===== src/rtl/hazard_unit_if.sv =====
`default_nettype none
// ============================================================================
// Module      : hazard_unit_if
// Description : Control-path bundle between the pipeline and hazard_unit.
// Revision    : 1.0 - initial release
// ============================================================================
interface hazard_unit_if #(
    parameter int CNT_W = 32
);
    logic [4:0]       rs1_id;
    logic [4:0]       rs2_id;
    logic             use_rs1_id;
    logic             use_rs2_id;
    logic [4:0]       rd_idex;
    logic             mem_read_idex;
    logic             branch_taken_ex;
    logic             dmem_req;
    logic             dmem_ready;
    logic             stall_front;
    logic             bubble_idex;
    logic             flush_front;
    logic             hold_back;
    logic             mem_timeout;
    logic [CNT_W-1:0] stall_count;
    logic [CNT_W-1:0] flush_count;

    modport master (
        output rs1_id, rs2_id, use_rs1_id, use_rs2_id, rd_idex,
               mem_read_idex, branch_taken_ex, dmem_req, dmem_ready,
        input  stall_front, bubble_idex, flush_front, hold_back,
               mem_timeout, stall_count, flush_count
    );

    modport slave (
        input  rs1_id, rs2_id, use_rs1_id, use_rs2_id, rd_idex,
               mem_read_idex, branch_taken_ex, dmem_req, dmem_ready,
        output stall_front, bubble_idex, flush_front, hold_back,
               mem_timeout, stall_count, flush_count
    );
endinterface
`default_nettype wire


===== src/rtl/hazard_unit.sv =====
`default_nettype none
// ============================================================================
// Module      : hazard_unit
// Description : Load-use bubble, memory-wait hold and branch flush control.
// Revision    : 1.0 - initial release
// ============================================================================
module hazard_unit #(
    parameter int CNT_W       = 32,
    parameter int MEM_TIMEOUT = 255
) (
    input  wire logic     clk,
    input  wire logic     reset_n,
    hazard_unit_if.slave  hu
);
    localparam int c_TO_W   = $clog2(MEM_TIMEOUT + 1);
    localparam int c_WCNT_W = (c_TO_W > 8) ? c_TO_W : 8;

    localparam logic [0:0]          c_ST_RUN    = 1'b0;
    localparam logic [0:0]          c_ST_WAIT   = 1'b1;
    localparam logic [c_WCNT_W-1:0] c_WCNT_MAX  = '1;
    localparam logic [c_WCNT_W-1:0] c_WCNT_ONE  = c_WCNT_W'(1);
    localparam logic [c_WCNT_W-1:0] c_TIMEOUT   = c_WCNT_W'(MEM_TIMEOUT);
    localparam logic [CNT_W-1:0]    c_CNT_MAX   = '1;
    localparam logic [CNT_W-1:0]    c_CNT_ONE   = CNT_W'(1);

    logic                w_load_use;
    logic                w_mem_wait;
    logic                w_stall;
    logic                w_flush;
    logic                w_bubble;
    logic [0:0]          r_state;
    logic [0:0]          w_state_nxt;
    logic [c_WCNT_W-1:0] r_wait_cnt;
    logic [c_WCNT_W-1:0] w_wait_cnt_nxt;
    logic                r_timeout;
    logic [CNT_W-1:0]    r_stall_count;
    logic [CNT_W-1:0]    r_flush_count;

    assign w_load_use = hu.mem_read_idex && (hu.rd_idex != 5'd0) &&
                        ((hu.use_rs1_id && (hu.rs1_id == hu.rd_idex)) ||
                         (hu.use_rs2_id && (hu.rs2_id == hu.rd_idex)));
    assign w_mem_wait = hu.dmem_req && !hu.dmem_ready;

    // Priority: memory hold, then branch flush, then load-use bubble.
    assign w_stall  = w_mem_wait || (w_load_use && !hu.branch_taken_ex);
    assign w_flush  = hu.branch_taken_ex && !w_mem_wait;
    assign w_bubble = w_load_use && !hu.branch_taken_ex && !w_mem_wait;

    assign hu.hold_back   = reset_n && w_mem_wait;
    assign hu.stall_front = reset_n && w_stall;
    assign hu.flush_front = reset_n && w_flush;
    assign hu.bubble_idex = reset_n && w_bubble;
    assign hu.mem_timeout = r_timeout;
    assign hu.stall_count = r_stall_count;
    assign hu.flush_count = r_flush_count;

    // wait_cnt holds the number of consecutive wait cycles already elapsed,
    // counting the RUN cycle that entered WAIT.
    always_comb begin
        w_state_nxt    = r_state;
        w_wait_cnt_nxt = '0;
        case (r_state)
            c_ST_RUN: begin
                if (w_mem_wait) begin
                    w_state_nxt    = c_ST_WAIT;
                    w_wait_cnt_nxt = c_WCNT_ONE;
                end
            end
            c_ST_WAIT: begin
                if (w_mem_wait) begin
                    w_wait_cnt_nxt = (r_wait_cnt == c_WCNT_MAX) ? r_wait_cnt
                                                                : r_wait_cnt + c_WCNT_ONE;
                end else begin
                    w_state_nxt = c_ST_RUN;
                end
            end
            default: begin
                w_state_nxt = c_ST_RUN;
            end
        endcase
    end

    always_ff @(posedge clk or negedge reset_n) begin
        if (!reset_n) begin
            r_state       <= c_ST_RUN;
            r_wait_cnt    <= '0;
            r_timeout     <= 1'b0;
            r_stall_count <= '0;
            r_flush_count <= '0;
        end else begin
            r_state    <= w_state_nxt;
            r_wait_cnt <= w_wait_cnt_nxt;
            if (w_mem_wait && (r_wait_cnt == c_TIMEOUT)) begin
                r_timeout <= 1'b1;
            end
            if (w_stall && (r_stall_count != c_CNT_MAX)) begin
                r_stall_count <= r_stall_count + c_CNT_ONE;
            end
            if (w_flush && (r_flush_count != c_CNT_MAX)) begin
                r_flush_count <= r_flush_count + c_CNT_ONE;
            end
        end
    end
endmodule
`default_nettype wire


===== src/flat_wrapper.sv =====
// flat-port wrapper written by rule: the top's interface ports become plain ports
module hazard_unit_flat 
#(
    parameter int CNT_W       = 32,
    parameter int MEM_TIMEOUT = 255
)
  (clk, reset_n, hu_rs1_id, hu_rs2_id, hu_use_rs1_id, hu_use_rs2_id, hu_rd_idex, hu_mem_read_idex, hu_branch_taken_ex, hu_dmem_req, hu_dmem_ready, hu_stall_front, hu_bubble_idex, hu_flush_front, hu_hold_back, hu_mem_timeout, hu_stall_count, hu_flush_count);
  hazard_unit_if #(.CNT_W(CNT_W)) hu_i ();
  input  wire logic clk;
  input  wire logic reset_n;
  input wire logic [$bits(hu_i.rs1_id)-1:0] hu_rs1_id;
  input wire logic [$bits(hu_i.rs2_id)-1:0] hu_rs2_id;
  input wire logic [$bits(hu_i.use_rs1_id)-1:0] hu_use_rs1_id;
  input wire logic [$bits(hu_i.use_rs2_id)-1:0] hu_use_rs2_id;
  input wire logic [$bits(hu_i.rd_idex)-1:0] hu_rd_idex;
  input wire logic [$bits(hu_i.mem_read_idex)-1:0] hu_mem_read_idex;
  input wire logic [$bits(hu_i.branch_taken_ex)-1:0] hu_branch_taken_ex;
  input wire logic [$bits(hu_i.dmem_req)-1:0] hu_dmem_req;
  input wire logic [$bits(hu_i.dmem_ready)-1:0] hu_dmem_ready;
  output wire logic [$bits(hu_i.stall_front)-1:0] hu_stall_front;
  output wire logic [$bits(hu_i.bubble_idex)-1:0] hu_bubble_idex;
  output wire logic [$bits(hu_i.flush_front)-1:0] hu_flush_front;
  output wire logic [$bits(hu_i.hold_back)-1:0] hu_hold_back;
  output wire logic [$bits(hu_i.mem_timeout)-1:0] hu_mem_timeout;
  output wire logic [$bits(hu_i.stall_count)-1:0] hu_stall_count;
  output wire logic [$bits(hu_i.flush_count)-1:0] hu_flush_count;
  assign hu_i.rs1_id = hu_rs1_id;
  assign hu_i.rs2_id = hu_rs2_id;
  assign hu_i.use_rs1_id = hu_use_rs1_id;
  assign hu_i.use_rs2_id = hu_use_rs2_id;
  assign hu_i.rd_idex = hu_rd_idex;
  assign hu_i.mem_read_idex = hu_mem_read_idex;
  assign hu_i.branch_taken_ex = hu_branch_taken_ex;
  assign hu_i.dmem_req = hu_dmem_req;
  assign hu_i.dmem_ready = hu_dmem_ready;
  assign hu_stall_front = hu_i.stall_front;
  assign hu_bubble_idex = hu_i.bubble_idex;
  assign hu_flush_front = hu_i.flush_front;
  assign hu_hold_back = hu_i.hold_back;
  assign hu_mem_timeout = hu_i.mem_timeout;
  assign hu_stall_count = hu_i.stall_count;
  assign hu_flush_count = hu_i.flush_count;
  hazard_unit #(.CNT_W(CNT_W), .MEM_TIMEOUT(MEM_TIMEOUT)) u_core (.clk(clk), .reset_n(reset_n), .hu(hu_i));
endmodule

===== config.mk =====
export PLATFORM = sky130hd
export DESIGN_NAME = hazard_unit_flat
export DESIGN_NICKNAME = d
export VERILOG_FILES = /design/src/rtl/hazard_unit_if.sv /design/src/rtl/hazard_unit.sv /design/src/flat_wrapper.sv
export SDC_FILE = /design/constraint.sdc
export NUM_CORES = 1
export LEC_CHECK = 0
export BUFFER_PORTS_ARGS = -buffer_cell sky130_fd_sc_hd__buf_2
export CAP_MARGIN = 40
export CELL_PAD_IN_SITES_DETAIL_PLACEMENT = 1
export CELL_PAD_IN_SITES_GLOBAL_PLACEMENT = 1
export CORE_ASPECT_RATIO = 1.25
export CORE_MARGIN = 2
export CORE_UTILIZATION = 44
export DETAILED_ROUTE_END_ITERATION = 10
export GPL_ROUTABILITY_DRIVEN = 0
export PLACE_DENSITY = 0.83
export REMOVE_ABC_BUFFERS = 1
export SKIP_LAST_GASP = 1
export SLEW_MARGIN = 20
export SYNTH_ARGS = -nofsm -noshare
export SYNTH_HDL_FRONTEND = slang
export SYNTH_SLANG_ARGS = --single-unit

===== constraint.sdc =====
create_clock -name clk -period 6 [get_ports clk]
set_input_delay 0.6 -clock clk [delete_from_list [all_inputs] [get_ports clk]]
set_output_delay 0.6 -clock clk [all_outputs]
set_load 0.05 [all_outputs]

# Yosys cells after proc, flatten, opt, wreduce, memory -nomap -nowiden
# Cells that the tools add are included.
# Widths: inputs -> output; s select.
# op_classes
addsub	3
n_eq_ne	6
mux	5
bitwise	1
n_reduce_logical	21
# op_table
operator	count
$add 32x1->32 const B	2
$ne 32x32->1 const B	2
$mux 8	2
$pmux 8 s2	1
$logic_and 1x1->1	15
$eq 5x5->1	2
$add 8x1->8 const B	1
$eq 8x8->1 const B	1
$reduce_bool 5->1	1
$logic_not 1->1	3
$ne 3x3->1 const B	1
$logic_or 1x1->1	2
$mux 1	2
$not 1->1	1
# totals
reg_bits	74

# Longest topological paths before layout
# Gate-level depths: netlist of the first run.
# logic_depth
word_depth	7
ltp_mapped	9
ltp_nobuf	7

# Worst setup path before layout of the first run
# Ideal clock, no wire load.
# synth_timing
kind	input port to output port
from	in hu_rd_idex[1]
to	out hu_stall_front
arrival_ns	1.855
path_slack_ns	3.545
stages	5
path_buffers	0
cell_sequence	xnor2_1 nand4_1 o22ai_1 a21oi_1 nor2b_1
# synth_between
elab_chain_len	7
# synth_rtl
element	line_no	rtl
start: declaration	flat_wrapper.sv:15	input wire logic [$bits(hu_i.rd_idex)-1:0] hu_rd_idex;
$eq 5x5->1, on equally long branches	hazard_unit.sv:40, hazard_unit.sv:41	
$logic_and 1x1->1, on equally long branches	hazard_unit.sv:40, hazard_unit.sv:41	
$logic_or 1x1->1	hazard_unit.sv:40	((hu.use_rs1_id && (hu.rs1_id == hu.rd_idex)) ||
$logic_and 1x1->1 *	hazard_unit.sv:39	assign w_load_use = hu.mem_read_idex && (hu.rd_idex != 5'd0) &&
$logic_and 1x1->1 *	hazard_unit.sv:45	assign w_stall = w_mem_wait || (w_load_use && !hu.branch_taken_ex);
$logic_or 1x1->1 *	hazard_unit.sv:45	
$logic_and 1x1->1 *	hazard_unit.sv:50	assign hu.stall_front = reset_n && w_stall;
end: declaration	flat_wrapper.sv:20	output wire logic [$bits(hu_i.stall_front)-1:0] hu_stall_front;
# Every way passes the cells marked *; elsewhere a longest branch is shown, timed or not.

# Final worst setup path of the first run
# layout_timing
from	reg u_core.r_flush_count[11], in the netlist u_core.hu.flush_count[11]
to	reg u_core.r_flush_count[15], in the netlist u_core.hu.flush_count[15]
# layout_between
elab_chain_len	2
# layout_rtl
element	line_no	rtl
start: declaration	hazard_unit.sv:37	logic [CNT_W-1:0] r_flush_count;
start signal: assignment	hazard_unit.sv:100	r_flush_count <= r_flush_count + c_CNT_ONE;
parallel branches: the longest is 2 deep, another holds $add 32x1->32	--	
# Parallel ways; which one is timed is not known.
# A chain may end at the register's enable or synchronous reset.

==> impl_summary.txt, run 1 <==
----------------------------------------------------
[Status]
  Outcome ... completed

[Pwr]
  Power density over the cells ... 303.9 nW/um2
  Peak VDD IR ... 0.1730 mV
  Clock network fraction of design power ... 0.352
  Switching fraction of total power ... 0.3483
  Leakage dissipation ... 2.337 nW
  Int Pwr ... 897.2 uW
  Proportion of power drawn by combinational gates ... 0.216
  Post-route total power ... 1.377 mW
  Switching power ... 479.6 uW
  Relative contribution of sequential cells to total power ... 0.432

[Worst setup path]
  Critical path class ... flop to flop
  Worst r2r dst ... u_core.hu.flush_count[15]
  Worst endpoint data arrival time ... 2.75 ns
  Required time worst endpoint ... 6.23 ns
  Maximum net fanout on the critical path ... 7
  Worst setup path startpoint ... u_core.hu.flush_count[11]
  Startpoint Class ... flop
  Critical Path Sink ... u_core.hu.flush_count[15]
  Worst setup slack for register-to-register paths ... 3.48 ns
  FF-to-FF Start ... u_core.hu.flush_count[11]
  Setup crit end kind ... flop
  Cell depth of the worst flop-to-flop path ... 7

[Floorplan]
  Die X-Extent ... 86.23 um
  Core box area ... 8240 um2
  Height of the die ... 106.8 um
  Die outline area ... 9207 um2
  Boundary Pins ... 92
  Number of standard-cell rows in the floorplan ... 37
  Starting Density ... 0.4513

[Timing]
  Final number of hold-violating endpoints ... 0
  Final critical delay including setup and external delays ... 2.519 ns
  Final setup violating endpoints ... 0
  Worst relative slew slack ... 0.5330
  Post-route clock skew ... 0.01582 ns
  Tightest Pin Transition ... 0.7004 ns
  Setup repair after global routing missed its margin ... no
  Maximum achievable frequency ... 0.3969 GHz
  Final-report max-slew violation count ... 0
  Setup tns final ... 0 ns
  Worst path setup slack after routing ... 3.481 ns
  Ratio of final minimum period to clock period ... 0.4199

[Cells and area]
  Number of fill cells ... 968
  Antenna diodes ... 0
  Area added between synthesis and finish ... 21.84%
  Non-Filler Instances ... 561
  Share of layout cells above drive strength 1 ... 0.2565
  Number of nets at the end of the flow ... 485
  Combined area of the multi-input logic cells ... 1794 um2
  Area taken by flip-flops and latches ... 1852 um2
  Most frequent cells in the layout ... sky130_fd_sc_hd__buf_2, sky130_fd_sc_hd__dfrtp_1, sky130_fd_sc_hd__xor2_1, sky130_fd_sc_hd__nor2_1, sky130_fd_sc_hd__xnor2_1
  Most common library cell in the layout ignoring fill and taps ... sky130_fd_sc_hd__buf_2

[Synth]
  Synthesized area per cell ... 10.33 um2
  Synth cell types ... 37
  Cells taking the most area after synthesis ... sky130_fd_sc_hd__dfrtp_1, sky130_fd_sc_hd__xor2_1, sky130_fd_sc_hd__xnor2_1, sky130_fd_sc_hd__nand3_1, sky130_fd_sc_hd__nand4_1
  Netlist area before placement ... 3719 um2
  Share of the yosys chip area belonging to registers ... 0.4980
  Most used flip-flop cell after synthesis ... sky130_fd_sc_hd__dfrtp_1
  Area share of the leading cell type in the synthesized netlist ... 0.4980
  Fraction of registers with async set/reset ... 1.000
  Cell count after synthesis ... 360
  Count of flip-flops with a built-in enable after synthesis ... 0
  Area leader, netlist ... sky130_fd_sc_hd__dfrtp_1
  Number of warnings printed during yosys synthesis ... 0
  Flop and latch count out of synthesis ... 74

[Clocking]
  CTS clock-pin slew for the worst setup and hold paths ... 0.09 ns
  Clk Tree Root Cell ... sky130_fd_sc_hd__clkbuf_8
  CTS sink cnt ... 74
  Worst-Skew Late Latency ... 0.36 ns
  Clock tree from TritonCTS ... yes
  H-tree depth ... 3
  Hold bufs inserted after CTS ... 0
  Post-CTS setup repair buffer count ... 0
  CTS buffer count ... 9
  Number of buffers on the longest clock path ... 2
  Post-cts gate resize count ... 0

[Drt]
  Total wirelength of the detailed-routed design ... 10.21 mm
  Antenna-violating nets left ... 0
  WL per Instance ... 18.21 um
  Number of violations reported at the end of detailed-routing iteration 0 ... 142
  Total number of vias ... 3152
  Avg Vias per Cell ... 5.619
  Post-detailed-route DRC marker count ... 0
  First-pass iteration count of the detailed router ... 4

[Placement]
  DP Cell Count ... 545
  Setup Slack @ Placement ... 3.441 ns
  IO buf count ... 91
  Total half-perimeter wirelength after legalization and detailed placement ... 7.211 mm

[Global routing]
  Via count of the first global-routing pass ... 3341
  Number of antenna violations at the first check in global routing ... 0
  Global-route wire length before repair ... 17.17 mm
  Pin count of the biggest net entering global routing ... 48
  Total track usage ... 0.2376
  Total grt overflow ... 0

[Worst hold path]
  Class of the most critical hold timing path ... primary input to asynchronous set/reset pin

[Job]
  Max Cap Violations ... 0

----------------------------------------------------
[cell usage after synthesis, drive strengths merged (3+ instances only)]
cell type,n
inv,8
nand2b,3
nor2,36
and2,3
dfrtp,74
and4,9
nand4,24
and3,10
xnor2,29
nand2,26
ha,3
xor2,46
nor3,18
buf,5
nand3,28
a21oi,4
nor4,12
o21ai,4
[layer usage]
metal	share of wire	GRT usage	routed length (um)
met5	0	0	0
met4	0.017	0.06696	172
met3	0.036	0.04927	369
met2	0.54	0.4147	5487
met1	0.41	0.2964	4186
[power groups by stage]
stage / Clock (mW) / Sequential, mW / Combinational [mW]
detailed placement: 0 / 0.604 / 0.299
floorplan: 0 / 0.725 / 0.0808
finish: 0.485 / 0.594 / 0.297
global route: 0.513 / 0.601 / 0.318
global placement: 0 / 0.601 / 0.291
CTS: 0.493 / 0.594 / 0.300
[worst max-delay path: stages, from the launching register on]
cell	delay (ns)
sky130_fd_sc_hd__dfrtp_1	0.44
sky130_fd_sc_hd__nand4_1	0.25
sky130_fd_sc_hd__nor4_4	0.35
sky130_fd_sc_hd__nand3_1	0.29
sky130_fd_sc_hd__o21bai_1	0.57
sky130_fd_sc_hd__buf_4	0.27
sky130_fd_sc_hd__nor3_1	0.06
sky130_fd_sc_hd__xor2_1	0.16
[sequential cells by signal, indices dropped and copies added (netlist names)]
signal	flops
u_core.r_wait_cnt	8
u_core.hu.flush_count	32
u_core.hu.mem_timeout	1
u_core.r_state	1
u_core.hu.stall_count	32
[final cells by class]
| class | count | area share |
|---|---|---|
| multi-input cells | 272 | 0.3960 |
| well taps | 97 | 0.02679 |
| repair buffers | 94 | 0.1072 |
| flip-flops and latches | 74 | 0.4087 |
| clock buffers | 9 | 0.02734 |
| inverters | 8 | 0.006628 |
| clock inverters | 7 | 0.02734 |
[cells by family after synthesis]
family | synth area share
buffers and inverters | 0.01951
AND/OR/NAND/NOR | 0.2614
flip-flops | 0.4980
adder cells (fa/ha/maj) | 0.01010
AO/OA/AOI/OAI | 0.02557
multiplexers | 0.008748
XOR/XNOR | 0.1766
[worst min path at each step]
stage | from | to | slack [ns] | cells past startpoint
after floorplan | reset_n | u_core.hu.flush_count[0] | 0.30 | 0
after global placement | u_core.r_state | u_core.r_wait_cnt[0] | 0.43 | 1
after detailed placement | u_core.r_state | u_core.r_wait_cnt[0] | 0.44 | 1
after CTS | reset_n | u_core.hu.flush_count[20] | 0.29 | 1
after global routing | reset_n | u_core.hu.flush_count[13] | 0.32 | 1
final | reset_n | u_core.hu.flush_count[20] | 0.27 | 1
[stage by stage]
stage	util	hold slack, ns	area, um2
global route	0.5498	0.3219	4531
detailed placement	0.5197	0.4421	4283
floorplan	-	0.3044	3676
global placement	0.5170	0.4255	4260
CTS	0.5498	0.2868	4531
finish	0.5498	0.2709	4531
No activity file was read; power rests on OpenSTA's default activity.
==> run 2: changes to the inputs <==
--- a/config.mk
+++ b/config.mk
@@ -5,16 +5,17 @@
 export SDC_FILE = /design/constraint.sdc
 export NUM_CORES = 1
 export LEC_CHECK = 0
+export ABC_AREA = 1
 export BUFFER_PORTS_ARGS = -buffer_cell sky130_fd_sc_hd__buf_2
 export CAP_MARGIN = 40
 export CELL_PAD_IN_SITES_DETAIL_PLACEMENT = 1
 export CELL_PAD_IN_SITES_GLOBAL_PLACEMENT = 1
 export CORE_ASPECT_RATIO = 1.25
 export CORE_MARGIN = 2
-export CORE_UTILIZATION = 44
+export CORE_UTILIZATION = 40
 export DETAILED_ROUTE_END_ITERATION = 10
 export GPL_ROUTABILITY_DRIVEN = 0
-export PLACE_DENSITY = 0.83
+export PLACE_DENSITY = 0.79
 export REMOVE_ABC_BUFFERS = 1
 export SKIP_LAST_GASP = 1
 export SLEW_MARGIN = 20
==> constraint.sdc (replaced) <==
create_clock -name clk -period 2.6 [get_ports clk]
set_input_delay 0.26 -clock clk [delete_from_list [all_inputs] [get_ports clk]]
set_output_delay 0.26 -clock clk [all_outputs]
set_load 0.05 [all_outputs]
==> run 2 against run 1 <==
Effect of this change:
- utilization shrank 6.4 points
- global-route usage is 0.087 points higher
- clock skew shrank 0.0055 ns
- highest routed layer unchanged
- routed wire length increased by 50%
- critical path depth increased by 3
- cell count is 80% higher
- critical endpoint is now u_core.hu.flush_count[27]
==> impl_summary.txt, run 2 <==
----------------------------------------------------
[Synth]
  Cell with the most instances after synthesis ... sky130_fd_sc_hd__nand2_1
  Flop and latch count out of synthesis ... 74
  Arithmetic-cell share of the synthesized area counting full adders, half adders and majority gates ... 0.007515
  Most used flip-flop cell after synthesis ... sky130_fd_sc_hd__dfrtp_1
  Cell count after synthesis ... 751
  Area fraction in compound gates after synthesis ... 0.04584
  Area share of the leading cell type in the synthesized netlist ... 0.3707
  Synth cell types ... 35
  Multiplexer share of the synthesized area ... 0
  Share of the yosys chip area belonging to registers ... 0.3707
  Number of warnings printed during yosys synthesis ... 0
  Cells taking the most area after synthesis ... sky130_fd_sc_hd__dfrtp_1, sky130_fd_sc_hd__nand2_1, sky130_fd_sc_hd__nand3_1, sky130_fd_sc_hd__nor2_1, sky130_fd_sc_hd__inv_1
  Netlist area before placement ... 4995 um2
  Synthesized area per cell ... 6.651 um2
  Dominant combinational cell family by area after synthesis ... simple AND/OR/NAND/NOR gates
  Fraction of registers with async set/reset ... 1.000
  Top post-synthesis cells by count ... sky130_fd_sc_hd__nand2_1, sky130_fd_sc_hd__nor2_1, sky130_fd_sc_hd__inv_1, sky130_fd_sc_hd__dfrtp_1, sky130_fd_sc_hd__nand3_1
  Parity-gate share of the synthesized area counting xor and xnor cells ... 0.04885
  Area leader, netlist ... sky130_fd_sc_hd__dfrtp_1
  Simple-gate share of the synthesized area ... 0.4374
  Count of flip-flops with a built-in enable after synthesis ... 0

[Worst setup path]
  Worst endpoint data arrival time ... 2.41 ns
  Startpoint Class ... flop
  Setup crit end kind ... flop
  Maximum net fanout on the critical path ... 37
  Required time worst endpoint ... 2.82 ns
  Critical path class ... flop to flop

[Drt]
  Total number of vias ... 5134
  Avg Vias per Cell ... 5.073
  WL per Instance ... 15.17 um
  Post-detailed-route DRC marker count ... 0
  Number of violations reported at the end of detailed-routing iteration 0 ... 238
  Antenna-violating nets left ... 0
  First-pass iteration count of the detailed router ... 4
  Total wirelength of the detailed-routed design ... 15.35 mm

[Global routing]
  Number of antenna violations at the first check in global routing ... 0
  Global-route wire length before repair ... 25.92 mm
  Pin count of the biggest net entering global routing ... 56
  Via count of the first global-routing pass ... 5407
  Total grt overflow ... 0
  Total track usage ... 0.2385

[Pwr]
  Peak VDD IR ... 0.7307 mV
  Leakage dissipation ... 3.011 nW
  Power density over the cells ... 628.8 nW/um2

[Clocking]
  CTS sink cnt ... 74
  Worst-Skew Late Latency ... 0.34 ns
  Number of buffers on the longest clock path ... 2
  H-tree depth ... 3
  Clock tree from TritonCTS ... yes
  CTS clock-pin slew for the worst setup and hold paths ... 0.06 ns
  Post-cts gate resize count ... 0
  Post-CTS setup repair buffer count ... 0
  Clk Tree Root Cell ... sky130_fd_sc_hd__clkbuf_16
  CTS buffer count ... 9

[Timing]
  Final critical delay including setup and external delays ... 2.198 ns
  Min Hold Slack ... 0.1459 ns
  Final setup violating endpoints ... 0
  Worst relative slew slack ... 0.5142
  Setup repair after global routing missed its margin ... no
  Final number of hold-violating endpoints ... 0
  Post-route clock skew ... 0.01032 ns
  Tightest Pin Transition ... 0.7288 ns
  Ratio of final minimum period to clock period ... 0.8455
  Setup tns final ... 0 ns
  Final-report max-slew violation count ... 0
  Maximum achievable frequency ... 0.4549 GHz

[Cells and area]
  Number of nets at the end of the flow ... 870
  Most frequent cells in the layout ... sky130_fd_sc_hd__nand2_1, sky130_fd_sc_hd__nor2_1, sky130_fd_sc_hd__buf_2, sky130_fd_sc_hd__inv_1, sky130_fd_sc_hd__dfrtp_1
  Non-Filler Instances ... 1012
  Antenna diodes ... 0
  Area added between synthesis and finish ... 18.21%
  Most common library cell in the layout ignoring fill and taps ... sky130_fd_sc_hd__nand2_1
  Final core utilization ... 0.4855
  Share of layout cells above drive strength 1 ... 0.1745

[Placement]
  IO buf count ... 91
  Total half-perimeter wirelength after legalization and detailed placement ... 12.03 mm
  DP Cell Count ... 996

[Floorplan]
  Height of the die ... 128.9 um
  Number of standard-cell rows in the floorplan ... 45
  Boundary Pins ... 92
  Die outline area ... 13400 um2
  Starting Density ... 0.4107
  Core box area ... 12160 um2
  Die X-Extent ... 103.9 um

[Worst hold path]
  Class of the most critical hold timing path ... primary input to flop

[Job]
  Max Cap Violations ... 0

[Status]
  Outcome ... completed

----------------------------------------------------
-- run 2: final timing paths --
path                                          start                        end  slack, ns  cells after the start
setup / recovery           u_core.hu.flush_count[0]  u_core.hu.flush_count[27]       0.40                     10
hold / removal                        hu_dmem_ready             u_core.r_state       0.15                      2
setup reg to reg           u_core.hu.flush_count[0]  u_core.hu.flush_count[27]       0.40                     10
hold reg to reg               u_core.hu.mem_timeout      u_core.hu.mem_timeout       0.46                      2
max in group asynchronous                   reset_n  u_core.hu.stall_count[27]       1.23                      3
min in group asynchronous                   reset_n  u_core.hu.stall_count[12]       0.35                      2
-- run 2: kinds of logic after synthesis --
kind of cell / after synthesis
AOI/OAI and AO/OA: 35
adders and majority gates: 3
xor gates and xnor gates: 27
buffers and inverters: 104
DFF: 74
and+or+nand+nor: 508
-- run 2: cell type report --
class / count / area, um2
Sequential cell: 74 / 1852
Inverter: 91 / 344.1
Clock buffer: 10 / 239.0
Tap cell: 164 / 205.2
Clock inverter: 5 / 78.83
Timing Repair Buffer: 95 / 490.5
Fill cell: 1632 / 6257
Multi-Input combinational cell: 573 / 2695
-- run 2: routing by layer --
| metal | routed length (um) | global-route usage |
|---|---|---|
| met1 | 6239 | 0.2641 |
| met2 | 8135 | 0.4551 |
| met3 | 505 | 0.03394 |
| met4 | 468 | 0.1033 |
| met5 | 0 | 0 |
-- run 2: repair_timing --
action	in CTS	in global routing
hold buffers	1	0
endpoints found under the setup margin	0	0
endpoints found under the hold margin	19	0
-- run 2: stage by stage --
step	total power, mW	setup WS, ns	area, um2
floorplan	2.096	0.3883	4891
global placement	2.342	0.5333	5577
detailed placement	2.381	0.4089	5577
CTS	3.738	0.3878	5904
global route	3.883	0.1606	5904
finish	3.713	0.4018	5904
-- run 2: where the power goes --
part | leakage [nW] | switching [mW] | internal, mW
logic | 1.85 | 0.720 | 0.230
registers | 1.00 | 0.148 | 1.26
clock network | 0.158 | 0.498 | 0.860
-- run 2: worst max-delay path: stages (launching register included) --
cell,delay [ns]
sky130_fd_sc_hd__dfrtp_1,0.45
sky130_fd_sc_hd__ha_1,0.30
sky130_fd_sc_hd__nand3_2,0.11
sky130_fd_sc_hd__inv_2,0.10
sky130_fd_sc_hd__nand2_2,0.09
sky130_fd_sc_hd__nor3_2,0.20
sky130_fd_sc_hd__nand2_2,0.12
sky130_fd_sc_hd__nand2_4,0.24
sky130_fd_sc_hd__inv_4,0.23
sky130_fd_sc_hd__nand2_1,0.15
sky130_fd_sc_hd__o21ai_2,0.05
==> run 3: changes to the inputs <==
--- a/config.mk
+++ b/config.mk
@@ -5,17 +5,17 @@
 export SDC_FILE = /design/constraint.sdc
 export NUM_CORES = 1
 export LEC_CHECK = 0
-export ABC_AREA = 1
+export ABC_AREA = 0
 export BUFFER_PORTS_ARGS = -buffer_cell sky130_fd_sc_hd__buf_2
 export CAP_MARGIN = 40
 export CELL_PAD_IN_SITES_DETAIL_PLACEMENT = 1
 export CELL_PAD_IN_SITES_GLOBAL_PLACEMENT = 1
 export CORE_ASPECT_RATIO = 1.25
 export CORE_MARGIN = 2
-export CORE_UTILIZATION = 40
+export CORE_UTILIZATION = 37
 export DETAILED_ROUTE_END_ITERATION = 10
 export GPL_ROUTABILITY_DRIVEN = 0
-export PLACE_DENSITY = 0.79
+export PLACE_DENSITY = 0.74
 export REMOVE_ABC_BUFFERS = 1
 export SKIP_LAST_GASP = 1
 export SLEW_MARGIN = 20
==> constraint.sdc (replaced) <==
create_clock -name clk -period 2 [get_ports clk]
set_input_delay 0.2 -clock clk [delete_from_list [all_inputs] [get_ports clk]]
set_output_delay 0.2 -clock clk [all_outputs]
set_load 0.05 [all_outputs]
==> run 3 against run 2 <==
Effect of this change:
- sequential power rose by 25%
- critical path depth fell by 2
- global-route usage fell by 3.1 points
- total power rose by 22%
- worst setup slack got worse by 0.35 ns
- non-clock buffer count rose by 54
- sequential share of layout area rose by 4.1 points
- utilization rose by 5.3 points
- worst hold slack improved by 0.18 ns
- clock skew fell by 0.0040 ns
- register-to-register slack got worse by 0.35 ns
- first-iteration DRC count fell by 68%
==> impl_summary.txt, run 3 (synthesis gave the netlist of run 1 again) <==
----------------------------------------------------
[Worst setup path]
  Required time worst endpoint ... 2.21 ns
  Maximum net fanout on the critical path ... 6
  Worst endpoint data arrival time ... 2.15 ns
  Setup crit end kind ... flop
  Critical path class ... flop to flop
  Startpoint Class ... flop

[Clocking]
  CTS buffer count ... 9
  CTS sink cnt ... 74
  Number of buffers on the longest clock path ... 2
  Clk Tree Root Cell ... sky130_fd_sc_hd__clkbuf_16
  Worst-Skew Late Latency ... 0.33 ns
  Clock tree from TritonCTS ... yes
  CTS clock-pin slew for the worst setup and hold paths ... 0.06 ns
  H-tree depth ... 3

[Timing]
  Ratio of final minimum period to clock period ... 0.9732
  Final critical delay including setup and external delays ... 1.946 ns
  Maximum achievable frequency ... 0.5138 GHz
  Final setup violating endpoints ... 0
  Worst relative slew slack ... 0.6773
  Setup repair after global routing missed its margin ... yes
  Final number of hold-violating endpoints ... 0
  Tightest Pin Transition ... 0.4840 ns
  Final-report max-slew violation count ... 0
  Post-route clock skew ... 0.006320 ns

[Global routing]
  Routing usage on met1 ... 0.2342
  Number of antenna violations at the first check in global routing ... 0
  Global-route wire length before repair ... 17.48 mm
  Total track usage ... 0.2075
  Met2 track demand over resource ... 0.3866
  Global-route track usage on met3 ... 0.05202
  Pin count of the biggest net entering global routing ... 38
  Total grt overflow ... 0
  Via count of the first global-routing pass ... 3500
  Layer with the highest usage after global routing ... met2

[Cells and area]
  Antenna diodes ... 0
  Most common library cell in the layout ignoring fill and taps ... sky130_fd_sc_hd__buf_2
  Number of fill cells ... 1130
  Area added between synthesis and finish ... 40.58%
  Non-Filler Instances ... 645
  Number of nets at the end of the flow ... 540
  Share of layout cells above drive strength 1 ... 0.3757
  Area taken by flip-flops and latches ... 1853 um2
  Most frequent cells in the layout ... sky130_fd_sc_hd__buf_2, sky130_fd_sc_hd__dfrtp_1, sky130_fd_sc_hd__buf_4, sky130_fd_sc_hd__xor2_1, sky130_fd_sc_hd__nor2_1
  Combined area of the multi-input logic cells ... 1929 um2

[Floorplan]
  Die X-Extent ... 93.67 um
  Core box area ... 9709 um2
  Boundary Pins ... 92
  Starting Density ... 0.3830
  Height of the die ... 116.1 um
  Die outline area ... 10870 um2
  Number of standard-cell rows in the floorplan ... 40

[Pwr]
  Post-route total power ... 4.541 mW
  Peak VDD IR ... 0.3690 mV
  Power density over the cells ... 868.6 nW/um2
  Leakage dissipation ... 2.681 nW

[Drt]
  Total wirelength of the detailed-routed design ... 11.23 mm
  Avg Vias per Cell ... 5.247
  First-pass iteration count of the detailed router ... 4
  Post-detailed-route DRC marker count ... 0
  Total number of vias ... 3384
  Antenna-violating nets left ... 0
  WL per Instance ... 17.41 um
  Number of violations reported at the end of detailed-routing iteration 0 ... 76

[Placement]
  Total half-perimeter wirelength after legalization and detailed placement ... 7.910 mm
  DP Cell Count ... 615
  IO buf count ... 91

[Status]
  Outcome ... completed

[Worst hold path]
  Class of the most critical hold timing path ... primary input to asynchronous set/reset pin

[Job]
  Max Cap Violations ... 0

----------------------------------------------------
run 3: area by class of cell:
cell class / instances / area share
tap: 126 / 0.03016
clock inverter: 4 / 0.009574
timing repair buffer: 149 / 0.1819
sequential: 74 / 0.3545
multi-input combinational: 272 / 0.3691
clock buffer: 12 / 0.04907
inverter: 8 / 0.005744
run 3: path summary, 6_finish.rpt:
| path | start | to | slack (ns) | depth (start not counted) |
|---|---|---|---|---|
| max | u_core.hu.stall_count[0] | u_core.hu.stall_count[27] | 0.05 | 8 |
| min | reset_n | u_core.r_wait_cnt[4] | 0.32 | 2 |
| max reg2reg | u_core.hu.stall_count[0] | u_core.hu.stall_count[27] | 0.05 | 8 |
| min reg2reg | u_core.r_state | u_core.r_wait_cnt[0] | 0.45 | 1 |
| max in group asynchronous | reset_n | u_core.hu.flush_count[18] | 0.89 | 3 |
| min in group clk | hu_dmem_req | u_core.r_state | 0.35 | 3 |
run 3: stage by stage:
stage	hold WS [ns]	worst slack, ns	util	instance area [um2]	setup TNS (ns)
finish	0.3226	0.05356	0.5384	5228	0
CTS	0.3346	-0.04643	0.5119	4970	-0.1315
global route	0.3554	-0.07264	0.5384	5228	-0.4570
detailed placement	0.1057	-0.06968	0.4773	4634	-0.2009
global placement	0.1038	0.04164	0.4773	4634	0
floorplan	-0.09559	-0.6875	-	3676	-25.27
run 3: report_power, final:
part           switching, mW  total, mW  internal [mW]
Sequential             0.133       1.75           1.62
Clock                  0.624       1.66           1.03
Combinational          0.761       1.14          0.375
run 3: critical path, cell delays in order (launching register included):
cell                        delay [ns]
sky130_fd_sc_hd__dfrtp_1          0.37
sky130_fd_sc_hd__ha_2             0.20
sky130_fd_sc_hd__and3_4           0.20
sky130_fd_sc_hd__nand4_4          0.10
sky130_fd_sc_hd__o32a_1           0.41
sky130_fd_sc_hd__nand2_4          0.16
sky130_fd_sc_hd__clkbuf_16        0.17
sky130_fd_sc_hd__nor4_2           0.05
sky130_fd_sc_hd__xor2_1           0.16
run 3: repair_timing:
action                                 in CTS  in global routing
buffers inserted                            0                 10
pin swaps                                   3                 14
setup endpoints to repair                   7                 54
cloned                                      0                  3
hold buffers                                1                  0
resized for setup                           3                 25
endpoints found under the hold margin      17                  0
run 3: per-layer routing:
layer,share of wire,up-vias
met5,0,-
met4,0.016,0
met3,0.033,19
met2,0.55,76
met1,0.40,1717
li1,-,1572
